[src/rtl/boot_seq_ctrl.sv]
// Boot sequencer: waits for a stable clock-generator lock, releases the SoC
// reset, then enables instruction fetch. Any lock loss after release forces
// a one-cycle RELOCK pulse and a full restart of the sequence.
module boot_seq_ctrl #(
  parameter int LOCK_STABLE_CYCLES  = 1024,
  parameter int RST_TO_FETCH_CYCLES = 16,
  parameter int SYNC_STAGES         = 2
) (
  input  logic       core_clk,
  input  logic       reset_n,
  input  logic       mmcm_locked,
  input  logic       fetch_hold,
  output logic       soc_reset_n,
  output logic       fetch_enable,
  output logic       boot_done,
  output logic [7:0] lock_loss_cnt,
  output logic [2:0] seq_state
);

  typedef enum logic [2:0] {
    WAIT_LOCK = 3'd0,
    STABLE    = 3'd1,
    RELEASE   = 3'd2,
    RUN       = 3'd3,
    RELOCK    = 3'd4
  } state_e;

  localparam logic [15:0] STABLE_LAST = 16'(LOCK_STABLE_CYCLES - 1);
  localparam logic [15:0] FETCH_LAST  = 16'(RST_TO_FETCH_CYCLES - 1);

  logic [SYNC_STAGES-1:0] sync_q;
  logic                   lock_s;
  state_e                 state_q, state_d;
  logic [15:0]            cnt_q, cnt_d;
  logic                   srn_d, fe_d, bd_d;
  logic [7:0]             llc_d;

  assign lock_s    = sync_q[SYNC_STAGES-1];
  assign seq_state = state_q;

  // Bring the asynchronous lock flag into the core_clk domain.
  always_ff @(posedge core_clk or negedge reset_n) begin
    if (!reset_n) sync_q <= '0;
    else          sync_q <= {sync_q[SYNC_STAGES-2:0], mmcm_locked};
  end

  // Next state, shared counter and output values derived from the next state,
  // so the registered outputs always agree with the state they accompany.
  always_comb begin
    state_d = state_q;
    cnt_d   = cnt_q;
    case (state_q)
      WAIT_LOCK: if (lock_s) state_d = STABLE;
      STABLE: begin
        // Lock loss wins over an expiring count.
        if (!lock_s)                 state_d = WAIT_LOCK;
        else if (cnt_q == STABLE_LAST) state_d = RELEASE;
        else                         cnt_d   = cnt_q + 16'd1;
      end
      RELEASE: begin
        if (!lock_s)                 state_d = RELOCK;
        else if (cnt_q == FETCH_LAST) begin
          // Counter parks at terminal while a debug hold is active.
          if (!fetch_hold)           state_d = RUN;
        end
        else                         cnt_d   = cnt_q + 16'd1;
      end
      RUN:     if (!lock_s) state_d = RELOCK;
      RELOCK:  state_d = WAIT_LOCK;
      default: state_d = WAIT_LOCK;
    endcase
    if (state_d != state_q) cnt_d = '0;

    srn_d = (state_d == RELEASE) || (state_d == RUN);
    bd_d  = (state_d == RUN);
    fe_d  = (state_d == RUN) && !fetch_hold;

    // Only RELEASE and RUN can lead into RELOCK, so each entry is one loss.
    llc_d = lock_loss_cnt;
    if (state_d == RELOCK && state_q != RELOCK && lock_loss_cnt != 8'hFF)
      llc_d = lock_loss_cnt + 8'd1;
  end

  // State, counter and output registers, all cleared asynchronously.
  always_ff @(posedge core_clk or negedge reset_n) begin
    if (!reset_n) begin
      state_q       <= WAIT_LOCK;
      cnt_q         <= '0;
      soc_reset_n   <= 1'b0;
      fetch_enable  <= 1'b0;
      boot_done     <= 1'b0;
      lock_loss_cnt <= '0;
    end else begin
      state_q       <= state_d;
      cnt_q         <= cnt_d;
      soc_reset_n   <= srn_d;
      fetch_enable  <= fe_d;
      boot_done     <= bd_d;
      lock_loss_cnt <= llc_d;
    end
  end

endmodule

[config.mk]
export PLATFORM = sky130hd
export DESIGN_NAME = boot_seq_ctrl
export DESIGN_NICKNAME = d
export VERILOG_FILES = /design/src/rtl/boot_seq_ctrl.sv
export SDC_FILE = /design/constraint.sdc
export NUM_CORES = 1
export LEC_CHECK = 0
export BUFFER_PORTS_ARGS = -buffer_cell sky130_fd_sc_hd__buf_2
export CAP_MARGIN = 20
export CORE_MARGIN = 3
export CORE_UTILIZATION = 45
export CTS_CLUSTER_SIZE = 8
export DETAILED_ROUTE_END_ITERATION = 10
export PLACE_DENSITY = 0.74
export SETUP_SLACK_MARGIN = 0.15
export SLEW_MARGIN = 20
export SYNTH_ARGS = -nofsm -noshare
export SYNTH_HDL_FRONTEND = slang
export SYNTH_SLANG_ARGS = --single-unit
[constraint.sdc]
create_clock -name core_clk -period 5.2 [get_ports core_clk]
set_input_delay 0.78 -clock core_clk [delete_from_list [all_inputs] [get_ports core_clk]]
set_output_delay 0.78 -clock core_clk [all_outputs]
set_load 0.1 [all_outputs]
==> impl_metrics.yaml, run 1 <==
sta:
  final.period_utilization: 0.484
  post-route-min-period_ns: 2.52
  max_clock_freq_mhz: 397
  maxSlewViolCount: 0
  max_slew_margin: 0.313
  fin_hold_ws_ns: 0.366
  finalSetupViolations: 0
  worst_pin_slew_ns: 1.03
  rsz0062_at_grt: "false"
  finalHoldViolations: 0
  skew_ns: 0.00890
  final.setup.tns_ns: 0
critical_path:
  critical-path-slowest-cell: "a2bb2oi_2"
  crit_path_cell_trace: "ha_1, nand3_1, nand4b_1, a2bb2oi_2, o21ai_0, a21oi_2"
  critPathLaunchType: "flip-flop"
  cp_max_fo: 30
  worstPathRequired_ns: 5.46
  crit_buf_inv: 0
  cpLargestDelayFamily: "compound AO/OA/AOI/OAI gates"
  end_kind: "flip-flop"
  crit_path_max_incr_delay_ns: 0.87
  critPathArrivalTime_ns: 2.78
  crit_cells: 6
  rrSetupSlack_ns: 2.68
  r2r_cells: 6
  critPathKind: "reg -> reg"
global_routing:
  grt_pass1_vias: 1170
  grt_max_degree: 33
  antenna_found_initial: 0
  grt_util_all_layers: 0.167
  grt_pass1_wl_um: 5340
  gr-total-overflow: 0
placed_design:
  routabilityCongestion: 0.867
  place_hpwl_um: 2130
  port-buffer-count: 17
detailed_routing:
  wl_um: 2970
  wl_per_cell_um: 13.7
  drc: 0
  dr_total_vias: 1225
  dr.pass1.iters: 4
  vias_per_cell: 5.65
  first_iter_violations: 165
  ant_nets: 0
synth:
  synth_edf_count: 0
  synth_cell_types: 38
  ys_seq_area_frac: 0.511
  post-synth-top-area-fraction: 0.511
  synth_nets: 159
  synthTopCellsByArea: "dfrtp_1 (51%), or3_1 (5.6%), a21oi_1 (4.8%)"
  async_flop_share: 1.00
  ys_ff_latch: 32
  synth.avg_cell_area_um2: 10.2
  synth_most_common_cell: "dfrtp_1"
  syn_area_mm2: 0.00157
  ys_top_cells_by_count: "dfrtp_1 (32), a21oi_1 (15), or3_1 (14)"
  netlist_instances: 153
  synth_area_leader_cell: "dfrtp_1"
  ys.flop_type: "dfrtp_1"
  synth_warnings: 0
clock_tree:
  cts_resized: 0
  cts_tree: "yes"
  ctsHoldBuffers: 0
  clkLatencyLatePin_ns: 0.33
  cts_buffers: 5
  post_cts_buffers: 0
  h-tree-depth: 2
  cts.clk_slew.worst_paths_ns: 0.10
  cts_num_sinks: 32
  clockRootBuffer: "clkbuf_4"
  cts_max_path_buffers: 2
power_and_ir_drop:
  seqPwrFrac: 0.554
  p_switching_uw: 102
  pwr-share-clk: 0.399
  power_density_mw_per_mm2: 265
  vdd_drop_max_mv: 0.133
  switching_share: 0.222
  p_comb_frac: 0.047
  cellInternalPower_uw: 357
  leakage_nw: 0.781
cells_and_area:
  seq_area_um2: 801
  drive_above_1_share: 0.179
  area_delta_synth_final_pct: 10.7
  finalNetCount: 178
  multi_input_area_um2: 711
  nFillCells: 291
  fin_util: 0.546
  num_antenna_cells: 0
floorplanning:
  core-area_mm2: 0.00318
  rows: 20
  start_util: 0.493
  die_area_mm2: 0.00423
  die_width_um: 65.0
  ios: 18
  die_h_um: 65.0
min_path:
  whs_path_depth: 0
  hold_class: "reg -> reg"
job:
  maxCapViolCount: 0
run_status:
  run_status: "completed"
-- worst register-to-register path, cell delays in order, from the launching register on --
cell and delay [ns]:
dfrtp_1 0.39, ha_1 0.18, nand3_1 0.20, nand4b_1 0.33, a2bb2oi_2 0.87, o21ai_0 0.30, a21oi_2 0.18
-- layout make-up --
cell class              count  share of cell area
repair buffers             17              0.0490
clock inverters             2              0.0202
multi-input cells         114               0.410
clock buffers               6              0.0238
inverters                   2             0.00433
well taps                  44              0.0317
flip-flops and latches     32               0.461
-- per-layer routing --
metal | vias to the layer above | wire [µm] | global-route usage
met1 | 594 | 1320 | 0.199
met3 | 2 | 152 | 0.0745
li1 | 604 | - | -
met5 | - | 0 | 0
met2 | 25 | 1480 | 0.272
met4 | 0 | 14 | 0.0492
-- metrics by stage --
stage / total power, mW / instances / setup WS (ns) / cell area (µm²)
after floorplan: 0.274 / 153 / 2.95 / 1570
after global placement: 0.280 / 209 / 2.92 / 1660
after detailed placement: 0.281 / 209 / 2.74 / 1660
after CTS: 0.464 / 217 / 2.71 / 1740
after global routing: 0.484 / 217 / 2.44 / 1740
final: 0.459 / 217 / 2.68 / 1740
-- sequential cells by signal, indices dropped and copies added, names as in the netlist --
name           flops
cnt_q             16
lock_loss_cnt      8
seq_state          3
sync_q             2
boot_done          1
fetch_enable       1
soc_reset_n        1
-- cell usage in the layout, fill, tap and decap left out, types with 3 or more instances in the layout --
cell type,netlist,routed
a21oi_1,15,15
and3_1,5,5
buf_2,1,17
clkbuf_4,0,5
dfrtp_1,32,32
nand2_1,8,8
nand3_1,7,7
nand4_1,5,5
nor2_1,9,9
nor4_1,3,3
o21ai_0,12,12
o31ai_1,3,3
or3_1,14,14
xnor2_1,6,6
-- power groups by stage --
stage                     Clock, mW  Combinational [mW]  Sequential (mW)
final                         0.183              0.0217            0.254
after global placement            0              0.0214            0.259
after detailed placement          0              0.0220            0.259
after global routing          0.204              0.0249            0.255
after CTS                     0.188              0.0221            0.254
after floorplan                   0              0.0128            0.262
-- cell families (layout without fill, tap and decap cells) --
family                   count (synthesis)  count (layout)  share of synthesized area
AND/OR/NAND/NOR                         67              67                      0.248
XOR/XNOR                                 8               8                     0.0447
flip-flops                              32              32                      0.511
AO/OA/AOI/OAI                           35              35                      0.131
multiplexers                             2               2                     0.0136
adder cells (fa/ha/maj)                  2               2                     0.0160
buffers and inverters                    7              27                     0.0359
-- final timing paths --
path                            from            to
min                        sync_q[0]     sync_q[1]
max in group asynchronous    reset_n  seq_state[1]
max                         cnt_q[0]     cnt_q[15]
max reg2reg                 cnt_q[0]     cnt_q[15]
min reg2reg                sync_q[0]     sync_q[1]
min in group asynchronous    reset_n     cnt_q[13]
Note: power is estimated with default switching activity, not from simulation.
==> run 2: changes to the inputs <==
PLACE_DENSITY = 0.77   (was 0.74)
clock period = 2.1 ns   (was 5.2 ns; I/O delays follow)
==> run 2 against run 1 <==
Compared with the run above: count of clock-buffer cells in the layout is the same; first-iteration DRC count shrank 27%; register-to-register slack lost 2.5 ns; global-route usage grew 0.36 points; non-clock buffer count grew 15; sequential share of layout area shrank 4.5 points; setup slack lost 2.5 ns; sequential cell count is the same; highest routed layer unchanged; final area grew 13%; die area is the same; combinational power grew to 3.6 times the previous value.
==> impl_metrics.yaml, run 2 (synthesis results as in run 1) <==
run_status:
  run_status: "completed"
clock_tree:
  cts_max_path_buffers: 2
  clkLatencyLatePin_ns: 0.32
  cts_num_sinks: 32
  clockRootBuffer: "clkbuf_4"
  cts_buffers: 5
  ctsHoldBuffers: 0
  h-tree-depth: 2
  cts_tree: "yes"
  cts.clk_slew.worst_paths_ns: 0.10
global_routing:
  antenna_found_initial: 0
  grt_pass1_vias: 1258
  grt_pass1_wl_um: 5570
  grt_max_degree: 33
  gr-total-overflow: 0
  grt_util_all_layers: 0.171
cells_and_area:
  final_cell_mix: "dfrtp_1 (18), buf_2 (17), dfrtp_2 (14), or3_1 (13), o21ai_0 (12)"
  largest_register_ffs: 16
  finalNetCount: 193
  post-route-cell-area_mm2: 0.00196
  area_delta_synth_final_pct: 25.3
  drive_above_1_share: 0.410
  mostFrequentLayoutCell: "dfrtp_1"
  stdcell_count: 232
  num_antenna_cells: 0
  regMostFlops: "cnt_q"
floorplanning:
  die_area_mm2: 0.00423
  ios: 18
  core-area_mm2: 0.00318
  rows: 20
  die_h_um: 65.0
  start_util: 0.493
  die_width_um: 65.0
sta:
  max_clock_freq_mhz: 514
  final.period_utilization: 0.926
  max_slew_margin: 0.548
  finalSetupViolations: 0
  skew_ns: 0.00721
  rsz0062_at_grt: "true"
  worst_pin_slew_ns: 0.679
  setup_ws_ns: 0.155
  post-route-min-period_ns: 1.94
  finalHoldViolations: 0
  maxSlewViolCount: 0
  final.setup.tns_ns: 0
placed_design:
  placed_area_mm2: 0.00173
  dpl.cell_count: 216
  dpl_worst_slack_ns: 0.132
  place_hpwl_um: 2260
  routabilityCongestion: 0.885
  port-buffer-count: 17
job:
  maxCapViolCount: 0
detailed_routing:
  ant_nets: 0
  dr.pass1.iters: 4
  dr_total_vias: 1342
  wl_um: 3490
  drc: 0
  first_iter_violations: 121
  wl_per_cell_um: 15.0
  vias_per_cell: 5.78
critical_path:
  critPathLaunchType: "flip-flop"
  critPathKind: "reg -> reg"
  critPathArrivalTime_ns: 2.20
  crit_buf_inv: 1
  end_kind: "flip-flop"
  crit_path_cell_trace: "and4_2, and4b_2, a2bb2oi_4, buf_6, or4_4, a21oi_2"
  cp_max_fo: 9
  crit_path_max_incr_delay_ns: 0.47
  cpLargestDelayFamily: "simple AND/OR/NAND/NOR gates"
  critical-path-slowest-cell: "dfrtp_2"
  worstPathRequired_ns: 2.36
power_and_ir_drop:
  leakage_nw: 0.845
  vdd_drop_max_mv: 0.421
  power_density_mw_per_mm2: 589
min_path:
  hold_class: "in -> async"
run 2: changes by cell type in the layout (fill, tap and decap cells not counted), moves of 2 or more:
cell	previous run	this run
dfrtp_2	0	14
a21oi_1	15	10
buf_6	0	4
nor4_2	0	2
nand3_2	0	2
nor4_1	3	1
a21oi_2	1	6
buf_4	0	11
dfrtp_1	32	18
nand3_1	7	5
run 2: metrics by stage:
step | utilization | hold slack (ns) | power [mW]
6_report | 0.618 | 0.0176 | 1.16
5_1_grt | 0.618 | 0.0593 | 1.21
4_1_cts | 0.571 | 0.0266 | 1.16
3_5_place_dp | 0.544 | 0.389 | 0.704
3_3_place_gp | 0.544 | 0.370 | 0.702
2_1_floorplan | - | 0.0194 | 0.680
run 2: power breakdown:
| part | internal, mW | switching [mW] |
|---|---|---|
| Sequential | 0.623 | 0.00844 |
| Combinational | 0.0274 | 0.0500 |
| Clock | 0.250 | 0.199 |
| Total | 0.900 | 0.258 |
run 2: worst paths after layout:
kind / slack (ns) / end / depth (start not counted) / start
min reg2reg: 0.41 / sync_q[1] / 0 / sync_q[0]
max reg2reg: 0.16 / cnt_q[6] / 6 / cnt_q[9]
max: 0.16 / cnt_q[6] / 6 / cnt_q[9]
max in group asynchronous: 1.61 / seq_state[2] / 1 / reset_n
min: 0.02 / fetch_enable / 1 / reset_n
min in group core_clk: 0.10 / sync_q[0] / 1 / mmcm_locked
run 2: area by class of cell:
cell class / instances / area (µm²)
clock buffers: 6 / 41.3
inverters: 2 / 7.51
flip-flops and latches: 32 / 818
clock inverters: 2 / 35.0
repair buffers: 32 / 213
fillers: 268 / 1210
multi-input cells: 114 / 795
well taps: 44 / 55.1
run 2: timing repair:
item                                    CTS  global route
resized for setup                         2            25
endpoints found under the setup margin    5            16
cloned                                    0             1
pin swaps                                 0             7
buffers inserted                          0             7
run 2: routing by layer:
layer  routed length (µm)  GRT usage
met1                 1480      0.206
met2                 1740      0.287
met3                  163     0.0416
met4                  112     0.0751
met5                    0          0
run 2: worst register-to-register path: stages, from the launching register on:
cell,delay (ns)
dfrtp_2,0.47
and4_2,0.24
and4b_2,0.27
a2bb2oi_4,0.20
buf_6,0.15
or4_4,0.41
a21oi_2,0.14
